**src/rtl/dbg_state_log_arbiter.sv**
```systemverilog
// Debug/power-state change logger: detects level changes on NUM_CH bits, round-robins them
// into a show-ahead event FIFO. Define DBG_LOG_TS_EN to keep per-event timestamps.
module dbg_state_log_arbiter #(
    parameter int NUM_CH     = 8,
    parameter int TS_W       = 16,
    parameter int FIFO_DEPTH = 16
) (
    input  logic                      iClk,
    input  logic                      iRst,
    input  logic                      iEnable,
    input  logic                      iClear,
    input  logic [NUM_CH-1:0]         iDbgSt,
    input  logic                      iLogRdEn,
    output logic                      oLogValid,
    output logic [$clog2(NUM_CH)-1:0] oLogCh,
    output logic                      oLogPrev,
    output logic                      oLogCurr,
    output logic [TS_W-1:0]           oLogTs,
    output logic                      oFifoFull,
    output logic                      oOverflow
);
    localparam int CH_W = $clog2(NUM_CH);
    localparam int AW   = $clog2(FIFO_DEPTH);
    localparam logic [CH_W-1:0] LAST_CH = CH_W'(NUM_CH - 1);

    logic                  rstAny;
    logic [NUM_CH-1:0]     cur;
    logic [NUM_CH-1:0]     pend;
    logic [NUM_CH-1:0]     evPrev;
    logic [NUM_CH-1:0]     evCurr;
    logic [NUM_CH-1:0]     chg;
    logic [NUM_CH-1:0]     capture;
    logic [NUM_CH-1:0]     coalesce;
    logic [NUM_CH-1:0]     grantVec;
    logic [CH_W-1:0]       rrPtr;
    logic [CH_W-1:0]       grantIdx;
    logic                  grantValid;
    logic                  doPush;
    logic                  doPop;
    logic                  fifoEmpty;
    logic [AW:0]           wrPtr;
    logic [AW:0]           rdPtr;
    logic [CH_W-1:0]       memCh [FIFO_DEPTH];
    logic [FIFO_DEPTH-1:0] memPrev;
    logic [FIFO_DEPTH-1:0] memCurr;

    assign rstAny = iRst | iClear;

    // A change opens a fresh event when the channel is idle or is being drained this edge;
    // otherwise it folds into the pending one and only the final level survives.
    assign chg      = iDbgSt ^ cur;
    assign capture  = chg & {NUM_CH{iEnable}} & (~pend | grantVec);
    assign coalesce = chg & {NUM_CH{iEnable}} & pend & ~grantVec;

    // NOTE: every variable driven here gets a default first, so no path infers a latch.
    always_comb begin
        grantValid = 1'b0;
        grantIdx   = '0;
        // Scan from the farthest offset down so the nearest pending channel wins.
        for (int off = NUM_CH - 1; off >= 0; off--) begin
            logic [CH_W-1:0] idx;
            idx = CH_W'((int'(rrPtr) + off) % NUM_CH);
            if (pend[idx]) begin
                grantValid = 1'b1;
                grantIdx   = idx;
            end
        end
    end

    assign fifoEmpty = (wrPtr == rdPtr);
    assign oFifoFull = (wrPtr[AW] != rdPtr[AW]) && (wrPtr[AW-1:0] == rdPtr[AW-1:0]);
    assign doPop     = iLogRdEn & ~fifoEmpty;
    assign doPush    = grantValid & (~oFifoFull | doPop);

    always_comb begin
        grantVec = '0;
        if (doPush) grantVec[grantIdx] = 1'b1;
    end

    // NOTE: sequential state uses non-blocking assignments so every register samples pre-edge values.
    always_ff @(posedge iClk) begin
        if (rstAny) begin
            cur       <= iDbgSt;
            pend      <= '0;
            evPrev    <= '0;
            evCurr    <= '0;
            oOverflow <= 1'b0;
        end else begin
            cur    <= iDbgSt;
            pend   <= (pend & ~grantVec) | capture;
            evPrev <= (evPrev & ~capture) | (cur & capture);
            evCurr <= (evCurr & ~(capture | coalesce)) | (iDbgSt & (capture | coalesce));
            if (|coalesce) oOverflow <= 1'b1;
        end
    end

    // NOTE: storage is reset too, so the show-ahead outputs read 0 after reset/clear.
    always_ff @(posedge iClk) begin
        if (rstAny) begin
            wrPtr   <= '0;
            rdPtr   <= '0;
            rrPtr   <= '0;
            memPrev <= '0;
            memCurr <= '0;
            for (int j = 0; j < FIFO_DEPTH; j++) begin
                memCh[j] <= '0;
            end
        end else begin
            if (doPop) rdPtr <= rdPtr + (AW+1)'(1);
            if (doPush) begin
                memCh[wrPtr[AW-1:0]]   <= grantIdx;
                memPrev[wrPtr[AW-1:0]] <= evPrev[grantIdx];
                memCurr[wrPtr[AW-1:0]] <= evCurr[grantIdx];
                wrPtr                  <= wrPtr + (AW+1)'(1);
                rrPtr                  <= (grantIdx == LAST_CH) ? '0 : grantIdx + CH_W'(1);
            end
        end
    end

    assign oLogValid = ~fifoEmpty;
    assign oLogCh    = memCh[rdPtr[AW-1:0]];
    assign oLogPrev  = memPrev[rdPtr[AW-1:0]];
    assign oLogCurr  = memCurr[rdPtr[AW-1:0]];

`ifdef DBG_LOG_TS_EN
    logic [TS_W-1:0] tsCnt;
    logic [TS_W-1:0] evTs  [NUM_CH];
    logic [TS_W-1:0] memTs [FIFO_DEPTH];

    always_ff @(posedge iClk) begin
        if (rstAny) tsCnt <= '0;
        else        tsCnt <= tsCnt + TS_W'(1);
    end

    always_ff @(posedge iClk) begin
        for (int i = 0; i < NUM_CH; i++) begin
            if (rstAny)          evTs[i] <= '0;
            else if (capture[i]) evTs[i] <= tsCnt;
        end
    end

    always_ff @(posedge iClk) begin
        if (rstAny) begin
            for (int j = 0; j < FIFO_DEPTH; j++) begin
                memTs[j] <= '0;
            end
        end else if (doPush) begin
            memTs[wrPtr[AW-1:0]] <= evTs[grantIdx];
        end
    end

    assign oLogTs = memTs[rdPtr[AW-1:0]];
`else
    assign oLogTs = '0;
`endif

endmodule

```
**config.mk**
```make
export PLATFORM = sky130hd
export DESIGN_NAME = dbg_state_log_arbiter
export DESIGN_NICKNAME = d
export VERILOG_FILES = /design/src/rtl/dbg_state_log_arbiter.sv
export SDC_FILE = /design/constraint.sdc
export NUM_CORES = 1
export LEC_CHECK = 0
export CORE_MARGIN = 5
export CORE_UTILIZATION = 45
export DETAILED_ROUTE_END_ITERATION = 16
export PLACE_DENSITY = 0.72
export REMOVE_ABC_BUFFERS = 1
export SLEW_MARGIN = 10
export SYNTH_ARGS = -nofsm -noshare
export SYNTH_HDL_FRONTEND = slang
export SYNTH_SLANG_ARGS = --single-unit
```
**constraint.sdc**
```tcl
create_clock -name iClk -period 10.25 [get_ports iClk]
set_clock_uncertainty 0.05 [all_clocks]
set_input_delay 2.05 -clock iClk [delete_from_list [all_inputs] [get_ports iClk]]
set_output_delay 2.05 -clock iClk [all_outputs]
set_load 0.02 [all_outputs]
```
==> out/results.txt, run 1 <==
Seq/Total Area, Yosys -> 43.1%
Worst-path fanout max -> 31
DP Area -> 7320 um2
Post-synthesis cell area -> 7150 um2
CP endpoint -> memPrev[8]
Status -> completed
Leak pwr -> 2.89 nW
Drt pass-1 iters -> 6
Port buffer count -> 20
Gr ovfl total -> 0
Gate Count Post-Synth -> 683
Power Density -> 256 nW/um2
# rows -> 46
FMAX -> 0.179 GHz
CP endpoint kind -> flop
Initial Util -> 45.5%
Worst hold slack -> 0.413 ns
Final Setup Violations -> 0
RSZ-0062 raised after global routing -> false
Worst r2r src -> rrPtr[0]
Die Span Y -> 136 um
Gp weighted congestion -> 0.854
Reg2reg end -> memPrev[8]
Routed wire length -> 16,300 um
ANT cells -> 0
Tmin final -> 5.58 ns
Tcrit/Tclk final -> 54.4%
Max-Cap Viols -> 0
Avg Cell Area, Syn -> 10.5 um2
Layout area overhead -> 10.9%
Final ANT Viol Nets -> 0
Post-DP HPWL -> 11,300 um
Worst slew pin tran -> 1.18 ns
Pin count of the biggest net entering global routing -> 55
Share of layout cells above drive strength 1 -> 14.7%
Number of synthesis warnings -> 0
Synth cell types -> 65
Worst hold path class -> reg -> reg
Post-CTS sizing -> 0
Final worst slack -> 4.67 ns
Nets -> 693
Via count -> 5,208
Final instance area -> 7930 um2
Worst setup path startpoint -> rrPtr[0]
Asr flop ratio synth -> 0%
# IOs -> 37
Placed insts -> 869
Ys flop type -> dfxtp_1
Fin. Hold Viols -> 0
Worst EP required -> 10.50 ns
Clock Tree Buf Depth -> 2
Clk sinks -> 130
Startpoint Class -> flop
TritonCTS buffer count -> 17
Kind of critical path -> reg -> reg
H-tree depth -> 4
Worst EP arrival -> 5.83 ns
R2R Setup Slk -> 4.67 ns
Non-filler cells, final -> 901
EDFF count, synth -> 48
Die ar. -> 18,500 um2
Vias in the first global route -> 5,151
Die Wd -> 136 um
Clock Latency Late Sink -> 0.42 ns
CTS tree -> built
DR iter-0 viols -> 525
Root Driver -> clkbuf_16
DR WL/cell -> 18.1 um
Core Region -> 15,700 um2
Vias per cell -> 5.78
Pre-CTS WS -> 4.74 ns
VDD IR-drop max -> 0.278 mV
First-pass GRT wire length -> 26,700 um
GRT Total Usage -> 18.3%
Worst Reg-to-Reg Cells -> 12
Initial antenna violation count -> 0
DRC viols -> 0
Clock input transition at the sequential cells of the worst setup and hold paths -> 0.06 ns
Cts-stage hold buffer count -> 0
Post-CTS setup buffer count -> 0
Setup TNS Final -> 0 ns
Max_slew headroom -> 21.1%
Slew Limit Fails -> 0
Seq cells post-synth -> 130
## where the power goes
group / switching (mW) / leakage (nW) / internal, mW
clock: 0.235 / 0.289 / 0.386
combinational: 0.512 / 1.40 / 0.276
sequential: 0.0566 / 1.20 / 0.564
## worst max-delay path: stages (launching register included)
cell and delay [ns]:
dfxtp_1 0.98, inv_2 0.24, ha_1 0.80, mux4_2 0.65
a221oi_1 0.30, nor2_1 0.06, a221o_1 0.29, nand4_1 0.08
a32o_2 0.69, mux2_4 0.37, a2111oi_4 0.39, nor3_4 0.16
a32o_1 0.36
## cell families (layout without fill, tap and decap cells)
kind of cell	after synthesis	count (layout)	share of synthesized area (%)
mux	64	64	15.7
other cells	1	16	0.0524
xor+xnor	25	25	3.43
simple gates	205	205	13.4
flops	130	130	43.1
buf+inv	108	95	7.51
fa+ha+maj	8	8	1.40
compound gates	142	142	15.5
## synthesized netlist by cell type, types with 3 or more instances
library cell	count	area share, %
dfxtp_1	82	23
nor2_1	77	4.0
nand2_1	50	2.6
edfxtp_1	48	20
a21oi_1	41	2.9
mux4_2	37	12
inv_1	34	1.8
clkbuf_1	32	1.7
a32o_1	28	3.9
mux2i_1	22	3.1
nand3_1	20	1.4
buf_4	17	1.8
o21ai_0	15	1.0
nand2b_1	14	1.2
xor2_1	12	1.5
xnor2_1	11	1.3
buf_6	8	1.3
ha_1	8	1.4
nor2b_1	8	0.70
buf_1	7	0.37
a31oi_1	6	0.52
and2_1	6	0.52
and3_1	6	0.52
buf_2	6	0.42
nor3_1	6	0.42
a22o_1	5	0.61
o22ai_1	5	0.44
a21bo_2	4	0.56
a311oi_1	4	0.49
inv_2	4	0.21
nand4_1	4	0.35
o211ai_1	4	0.42
o41ai_2	4	0.91
a2111oi_0	3	0.37
a21boi_0	3	0.31
nor4_1	3	0.26
## per-layer routing
| metal | up-vias | part of all wire [%] | track usage, % |
|---|---|---|---|
| met5 | - | 0 | 0 |
| li1 | 2443 | - | - |
| met3 | 24 | 5.4 | 3.44 |
| met2 | 179 | 51 | 31.7 |
| met4 | 0 | 1.6 | 5.49 |
| met1 | 2562 | 42 | 23.2 |
## placed cells by master, fill, tap and decap left out, types with 4 or more instances in the layout
cell type        netlist  layout
o21ai_0               15      15
o41ai_2                4       4
nor2b_1                8       8
o211ai_1               4       4
nand3_1               20      20
nor3_1                 6       6
mux2i_1               22      22
ha_1                   8       8
clkbuf_16              0      17
xor2_1                12      12
inv_2                  4       4
a21bo_2                4       4
nand4_1                4       4
dfxtp_1               82      82
a21oi_1               41      41
mux4_2                37      37
nor2_1                77      77
o22ai_1                5       5
nand2_1               50      50
a31oi_1                6       6
clkdlybuf4s50_1        0      20
and3_1                 6       6
a22o_1                 5       5
a32o_1                28      28
edfxtp_1              48      48
conb_1                 1      16
a311oi_1               4       4
nand2b_1              14      14
and2_1                 6       6
inv_1                 34      34
buf_4                 17       5
xnor2_1               11      11
## how the worst min path moves through the flow
stage / start / to / slack [ns] / depth (start not counted)
final: flop / flop / 0.41 / 2
after global routing: memPrev[9] / memPrev[9] / 0.43 / 1
after CTS: memPrev[1] / memPrev[1] / 0.42 / 1
after detailed placement: memPrev[1] / memPrev[1] / 0.40 / 1
after global placement: memCurr[2] / memCurr[2] / 0.39 / 1
after floorplan: flop / flop / 0.39 / 2
## metrics by stage
stage	power, mW	util, %
6_report	2.03	50.5
5_1_grt	2.14	50.5
4_1_cts	2.03	50.5
3_5_place_dp	1.41	46.6
3_3_place_gp	1.39	46.6
2_1_floorplan	1.19	-
## cell type report
cell class,count,area [um2]
clock buffers,18,429
clock inverters,14,179
fillers,1390,7780
inverters,38,143
multi-input cells,460,3590
flip-flops and latches,130,3080
well taps,216,270
repair buffers,25,238
No activity file was read; power rests on OpenSTA's default activity.
==> inputs of run 2 (changes only) <==
PLACE_DENSITY = 0.74   (was 0.72)
clock period = 4.6 ns   (was 10.25 ns; I/O delays follow)
==> out/results.txt, run 2 (synthesized netlist as in run 1, its figures left out) <==
Drt pass-1 iters -> 6 (unchanged)
First-pass GRT wire length -> 26,800 um (+0.54%)
Root Driver -> clkbuf_16
Non-filler cells, final -> 910 (+1.0%)
Worst EP required -> 4.89 ns (-5.61 ns)
Via count -> 5,312 (+2.0%)
FMAX -> 0.230 GHz (+28%)
RSZ-0062 raised after global routing -> false
Endpoint, Worst Hold -> memCurr[2]
Pre-CTS WS -> 0.315 ns (-4.43 ns)
Startpoint Class -> flop
Post-CTS sizing -> 0 (unchanged)
Reg2reg end -> memCurr[10]
Initial Util -> 45.5% (unchanged)
# IOs -> 37 (unchanged)
CP endpoint kind -> flop
# fillers -> 1,372 (-1.3%)
Status -> completed
Hold path depth -> 1 (-1)
HP Start -> memCurr[2]
Worst slew pin tran -> 0.886 ns (-0.298 ns)
Power Density -> 562 nW/um2 (+120%)
Tot Pwr -> 4.48 mW (+120%)
Vias in the first global route -> 5,381 (+4.5%)
Clock Latency Late Sink -> 0.42 ns (about the same)
Leak pwr -> 2.92 nW (+0.94%)
# rows -> 46 (unchanged)
Worst path max stage delay -> 0.59 ns (-0.39 ns)
Setup TNS Final -> 0 ns (unchanged)
VDD IR-drop max -> 0.498 mV (+79%)
Post-DP HPWL -> 11,700 um (+3.4%)
Cell Chain, Critical Path -> inv_2 -> ha_1 -> buf_4 -> mux4_2 -> a22o_1 -> a31o_1 -> a221o_1 -> nand4_1 -> a32o_2 -> buf_4 -> mux4_2 -> nor2_2 -> nor3_4 -> a32o_1
Slew Limit Fails -> 0 (unchanged)
Clk sinks -> 130 (unchanged)
Worst path bufs/invs -> 3 (+2)
GRT Total Usage -> 18.3% (+0.042 points)
Worst hold slack -> 0.417 ns (+0.00354 ns)
H-tree depth -> 4 (unchanged)
Nets -> 702 (+1.3%)
R2R Setup Slk -> 0.25 ns (-4.42 ns)
Final worst slack -> 0.249 ns (-4.42 ns)
Most frequent cells in the layout -> dfxtp_1 (82), nor2_1 (77), nand2_1 (50), edfxtp_1 (48), a21oi_1 (41)
Worst EP arrival -> 4.65 ns (-1.18 ns)
Tcrit/Tclk final -> 94.6% (+40 points)
Clock Tree Buf Depth -> 2 (unchanged)
Worst-path fanout max -> 17 (-45%)
Max-Cap Viols -> 0 (unchanged)
ANT cells -> 0 (unchanged)
Final Setup Violations -> 0 (unchanged)
DRC viols -> 0 (unchanged)
Fin. Hold Viols -> 0 (unchanged)
DR iter-0 viols -> 378 (-28%)
Clock input transition at the sequential cells of the worst setup and hold paths -> 0.06 ns (about the same)
Share of layout cells above drive strength 1 -> 15.3% (+0.53 points)
Kind of critical path -> reg -> reg
Initial antenna violation count -> 0 (unchanged)
Placed insts -> 877 (+0.92%)
Die Wd -> 136 um (unchanged)
Pin count of the biggest net entering global routing -> 41 (-25%)
Crit path max-delay family -> compound AO/OA/AOI/OAI gates
Slowest cell on the critical path -> nor3_4
Layout area overhead -> 11.4%
Vias per cell -> 5.84 (+0.99%)
DR WL/cell -> 18.0 um (-0.72%)
Worst Reg-to-Reg Cells -> 14 (+2)
Die ar. -> 18,500 um2 (unchanged)
CTS tree -> built
Worst hold path class -> reg -> reg
Commonest non-fill, non-tap cell in the layout -> dfxtp_1
Gp weighted congestion -> 0.910 (+6.6%)
Port buffer count -> 20 (unchanged)
Worst r2r src -> rrPtr[0]
Max_slew headroom -> 40.9% (+20 points)
Final ANT Viol Nets -> 0 (unchanged)
Gr ovfl total -> 0 (unchanged)
Tmin final -> 4.35 ns (-1.23 ns)
Core Region -> 15,700 um2 (unchanged)
TritonCTS buffer count -> 17 (unchanged)
Die Span Y -> 136 um (unchanged)
Routed wire length -> 16,400 um (+0.27%)
==> run 2: layout make-up <==
cell class                 instances  area (um2)  area share, %
clock buffer                      23         489           6.14
clock inverter                     9        78.8          0.989
inverter                          38         143           1.79
multi-input combinational        460        3590           45.0
sequential                       130        3080           38.7
tap                              216         270           3.39
timing repair buffer              34         318           3.99
==> run 2: where the power goes <==
part           leakage (nW)  internal, mW  switching (mW)
sequential             1.20          1.26          0.0661
clock                 0.269         0.799           0.484
combinational          1.45         0.670            1.20
==> run 2: worst max path at each step <==
stage | start | depth (start not counted) | to | slack [ns]
after floorplan | rrPtr[0] | 12 | memCurr[0] | -0.18
after global placement | rrPtr[1] | 14 | memCurr[0] | 0.49
after detailed placement | rrPtr[0] | 14 | memCurr[8] | 0.32
after CTS | rrPtr[0] | 14 | memPrev[2] | 0.24
after global routing | rrPtr[0] | 14 | memCurr[10] | 0.003
final | rrPtr[0] | 14 | memCurr[10] | 0.25
==> run 2: metal layers <==
metal  part of all wire [%]  vias up  track usage, %
met5                      0        -               0
li1                       -     2468               -
met2                     50      187            31.1
met4                    2.1        0            6.44
met3                    5.7       39            4.26
met1                     42     2618            22.9
==> run 2: metrics by stage <==
| stage | util (%) | area (um2) |
|---|---|---|
| after detailed placement | 47.0 | 7380 |
| final | 50.7 | 7970 |
| after CTS | 50.6 | 7950 |
| after global routing | 50.7 | 7970 |
| after global placement | 47.0 | 7380 |
| after floorplan | - | 6810 |
==> run 2: worst reg2reg max path, cell delays in order, from the launching register on <==
cell     delay (ns)
dfxtp_1        0.35
inv_2          0.09
ha_1           0.45
buf_4          0.25
mux4_2         0.34
a22o_1         0.25
a31o_1         0.19
a221o_1        0.31
nand4_1        0.09
a32o_2         0.44
buf_4          0.33
mux4_2         0.24
nor2_2         0.05
nor3_4         0.59
a32o_1         0.27
==> run 2: what timing repair did <==
item / 4_1_cts / 5_1_grt
setup buffers: 0 / 1
endpoints found under the hold margin: 0 / 0
endpoints found under the setup margin: 0 / 2
hold buffers: 0 / 0
==> RTL edit 1 (settings of run 1) <==
The parameter `NUM_CH` goes from 8 to 32.
--- a/src/rtl/dbg_state_log_arbiter.sv
+++ b/src/rtl/dbg_state_log_arbiter.sv
@@ -2,5 +2,5 @@
 // into a show-ahead event FIFO. Define DBG_LOG_TS_EN to keep per-event timestamps.
 module dbg_state_log_arbiter #(
-    parameter int NUM_CH     = 8,
+    parameter int NUM_CH     = 32,
     parameter int TS_W       = 16,
     parameter int FIFO_DEPTH = 16
Interface: changed (resized iDbgSt and oLogCh); port bits go from 37 to 63. The function was not compared with the original's and may differ.
==> RTL edit 1 against run 1 <==
  * Combinational power rose to 4.9 times the old value
  * Count of clock-buffer cells in the layout rose by 12
  * Design area rose to 2.5 times the old value
  * Worst hold slack got worse by 0.0029 ns
  * First-iteration DRC count rose to 4.4 times the old value
  * Final cell count rose to 2.8 times the old value
  * Total power rose to 3.0 times the old value
  * Global-route usage rose by 8.5 points
  * Via count rose to 3.2 times the old value
  * Wire length rose to 3.8 times the old value
  * Synthesized area rose to 2.6 times the old value
  * Worst setup slack got worse by 2.9 ns
  * Sequential cell count rose by 130
  * Critical path type unchanged
  * Largest cell class unchanged
==> RTL edit 1: results (changes against run 1) <==
inverters_excl_clock: 46  # +21%
yosysUniqueCellTypes: 113  # +74%
routedWlPerCell_um: 24.4  # +34%
clock_buffers: 30  # +12
nMultiInputCombCells: 1600  # +250%
reg2reg_from: "rrPtr[1]"
fin_nets: 2068  # +200%
seq_cells: 260  # +100%
drt-met1-wl_mm: 24.7  # +260%
globalplace.congestion: 1.02  # +20%
clock_area_share_pct: 4.57  # -3.1 points
p_leak_nw: 7.30  # +150%
io_buffers: 46  # +130%
drt_iter0_drc: 2289  # +340%
grtUsageMet1_pct: 36.2  # +13 points
ys_seq_area_share_pct: 32.8  # -10 points
dr.pass1.iters: 8  # +2
status: "finished, final reports clean"
r2r_slack_ns: 1.77  # -2.90 ns
met2_length_mm: 27.8  # +230%
synthTopCellsByCount: "254 x nand2_1, 232 x nor2_1, 180 x dfxtp_1"
crit_path_max_incr_delay_ns: 1.12  # +0.14 ns
final-nonclk-buf-share_pct: 3.48  # +0.48 points
n_fill_cell: 3753  # +170%
worst_pin_slew_ns: 1.16  # -0.0208 ns
synth_edf_count: 80  # +67%
grt_pass1_vias: 15800  # +210%
cts.htree.levels: 1  # -3
crit_fanout: 34  # +9.7%
crit_slowest_cell: "ha_1"
clk_latency_ns: 0.55  # +0.13 ns
grt_start_max_net_pins: 77  # +40%
seqCellArea_mm2: 0.00601  # +95%
dp_hpwl_mm: 45.9  # +310%
synth_area_leaders: "dfxtp_1 20%, edfxtp_1 13%, mux4_2 11%"
track_usage_pct: 26.8  # +8.5 points
met3_length_mm: 5.99  # +580%
clockBufferDepth: 3  # +1
cts_buffers: 26  # +9
antenna_found_initial: 1  # +1
timing.rr.end: "oOverflow"
drive_above_1_share_pct: 12.7  # -2.1 points
-- RTL edit 1: worst reg2reg max path: cells and delay by family, from the launching register on --
kind / cells / cell delay, ns
fa+ha+maj: 2 / 1.38
flops: 1 / 0.73
simple gates: 4 / 1.59
buf+inv: 2 / 0.90
compound gates: 7 / 2.36
mux: 3 / 1.32
-- RTL edit 1: worst max-delay path by stage --
stage,start,end,depth (start not counted)
2_1_floorplan,rrPtr[1],oOverflow,19
3_3_place_gp,rrPtr[1],oOverflow,18
3_5_place_dp,rrPtr[1],oOverflow,18
4_1_cts,rrPtr[1],oOverflow,18
5_1_grt,rrPtr[1],oOverflow,18
6_report,rrPtr[1],oOverflow,18
-- RTL edit 1: cell families (layout without fill, tap and decap cells) --
logic type	after synthesis	in the layout	share of synthesized area, %
compound gates	535	535	19.3
fa+ha+maj	20	20	1.37
other cells	1	16	0.0205
mux	227	227	19.3
buf+inv	192	168	5.21
xor+xnor	78	78	4.02
flops	260	260	32.8
simple gates	724	724	18.0
-- RTL edit 1: per-stage QoR --
| stage | worst slack (ns) | hold WS, ns | power (mW) | instance area, µm² | cells |
|---|---|---|---|---|---|
| after detailed placement | 2.11 | 0.391 | 4.95 | 19000 | 2508 |
| after CTS | 2.05 | 0.410 | 5.97 | 19900 | 2553 |
| after global routing | 1.55 | 0.435 | 6.32 | 19900 | 2553 |
| after global placement | 2.26 | 0.380 | 4.94 | 19000 | 2508 |
| after floorplan | 1.12 | 0.370 | 3.63 | 17600 | 1906 |
| final | 1.77 | 0.410 | 6.07 | 19900 | 2553 |
-- RTL edit 1: power by group --
group	switching, mW	internal, mW	total (mW)
logic	2.66	1.22	3.88
registers	0.0627	1.12	1.18
clock network	0.404	0.610	1.01
==> RTL edit 2 (config.mk and constraints of run 1) <==
Without the edit above. Register the output `oOverflow` once more, with the module's reset; this adds one clock of latency there. The other outputs are not delayed to match.
--- a/src/rtl/dbg_state_log_arbiter.sv
+++ b/src/rtl/dbg_state_log_arbiter.sv
@@ -23,4 +23,6 @@
     localparam int AW   = $clog2(FIFO_DEPTH);
     localparam logic [CH_W-1:0] LAST_CH = CH_W'(NUM_CH - 1);
+
+    logic oOverflow_s0;
 
     logic                  rstAny;
@@ -85,5 +87,5 @@
             evPrev    <= '0;
             evCurr    <= '0;
-            oOverflow <= 1'b0;
+            oOverflow_s0 <= 1'b0;
         end else begin
             cur    <= iDbgSt;
@@ -91,5 +93,5 @@
             evPrev <= (evPrev & ~capture) | (cur & capture);
             evCurr <= (evCurr & ~(capture | coalesce)) | (iDbgSt & (capture | coalesce));
-            if (|coalesce) oOverflow <= 1'b1;
+            if (|coalesce) oOverflow_s0 <= 1'b1;
         end
     end
@@ -155,4 +157,12 @@
 `endif
 
+    always_ff @(posedge iClk) begin
+        if (rstAny) begin
+            oOverflow <= '0;
+        end else begin
+            oOverflow <= oOverflow_s0;
+        end
+    end
+
 endmodule
 
Behaviour: not the same (Yosys sat finds a counterexample within 4 cycles, from zero or initial values).
==> RTL edit 2 against run 1 <==
  * Synthesized area grew 3.2%
  * Worst setup slack better by 0.39 ns
  * Total power grew 0.75%
  * Wire length grew 7.5%
  * Design area rose by 2.6%
  * Sequential cell count up 1
==> RTL edit 2: results (changes against run 1) <==
synth_area_leaders: "dfxtp_1 23%, edfxtp_1 20%, mux4_2 11%"
n_fill_cell: 1434  # +3.2%
p_leak_nw: 2.94  # +1.8%
grt_start_max_net_pins: 53  # -3.6%
synth_xor_area_share_pct: 3.15  # -0.28 points
ys_seq_area_share_pct: 42.1  # -1.1 points
place_area_mm2: 0.00752  # +2.7%
status: "finished, final reports clean"
fin_nets: 716  # +3.3%
yosysUniqueCellTypes: 74  # +14%
globalplace.congestion: 0.875  # +2.5%
r2r_slack_ns: 5.06  # +0.39 ns
grt_pass1_vias: 5543  # +7.6%
ir_worst_vdd_mv: 0.182  # -35%
dr.pass1.iters: 5  # -1
powerDensity_mw_per_mm2: 252  # -1.8%
dp_cells: 892  # +2.6%
antenna_found_initial: 0  # unchanged
drt_iter0_drc: 491  # -6.5%
ff2ff_path_depth: 11  # -1
hold_path_depth: 1  # -1
crit_fanout: 22  # -29%
track_usage_pct: 18.3  # about the same
synth.mux.area_fraction_pct: 17.4  # +1.8 points
yosys.area_share.adder_pct: 1.36  # -0.043 points
crit_arrival_ns: 5.44  # -0.39 ns
wl_mm: 17.6  # +7.5%
cp_top_family: "multiplexers"
worst_pin_slew_ns: 1.04  # -0.145 ns
synth-compound-area-share_pct: 16.1  # +0.63 points
syn_area_per_cell_um2: 10.5  # +0.11%
synthTopCellsByCount: "92 x nor2_1, 83 x dfxtp_1, 64 x nand2_1"
viasPerCell: 5.90  # +2.1%
final_cells: 924  # +2.6%
RTL edit 2: cell types whose count changed in the layout (fill, tap and decap cells not counted), sizes merged, moves of 6 or more:
cell           run 1  this run
a32o              29         0
a31oi              6        19
and3               6         0
nand3             20         7
a22o               5        33
nand2             50        64
nor2              79        92
nand2b            14         3
mux2i             23        38
RTL edit 2: cell families (layout without fill, tap and decap cells):
group,after synthesis,count (layout)
other,1,16
adders and majority gates,8,8
xor gates and xnor gates,24,24
and+or+nand+nor,205,205
buffers and inverters,103,92
muxes,82,82
DFF,131,131
AOI/OAI and AO/OA,150,150
RTL edit 2: where the power goes:
part	total (mW)	internal, mW	switching [mW]
logic	0.801	0.273	0.528
registers	0.617	0.565	0.0521
clock network	0.627	0.370	0.257
total	2.05	1.21	0.837
RTL edit 2: worst max path at each step:
| stage | start | end | slack [ns] |
|---|---|---|---|
| after floorplan | rrPtr[1] | memCurr[14] | 5.78 |
| after global placement | rrPtr[1] | memCh[11][0] | 5.30 |
| after detailed placement | rrPtr[0] | memPrev[0] | 5.13 |
| after CTS | rrPtr[0] | memPrev[9] | 5.10 |
| after global routing | rrPtr[1] | memPrev[9] | 4.77 |
| final | rrPtr[0] | memPrev[9] | 5.06 |
RTL edit 2: per-layer routing:
metal	GRT usage [%]	share of wire, %	vias to the layer above	wire length (µm)
met5	0	0	-	0
li1	-	-	2512	-
met3	3.48	6.6	34	1160
met1	23.7	42	2686	7460
met2	30.8	49	222	8600
met4	6.29	2.0	0	351
RTL edit 2: layout make-up:
type | count | area share [%]
multi-input cells | 485 | 46.5
flip-flops and latches | 131 | 38.2
clock buffers | 17 | 5.23
well taps | 216 | 3.32
repair buffers | 22 | 2.65
clock inverters | 15 | 2.32
inverters | 38 | 1.82
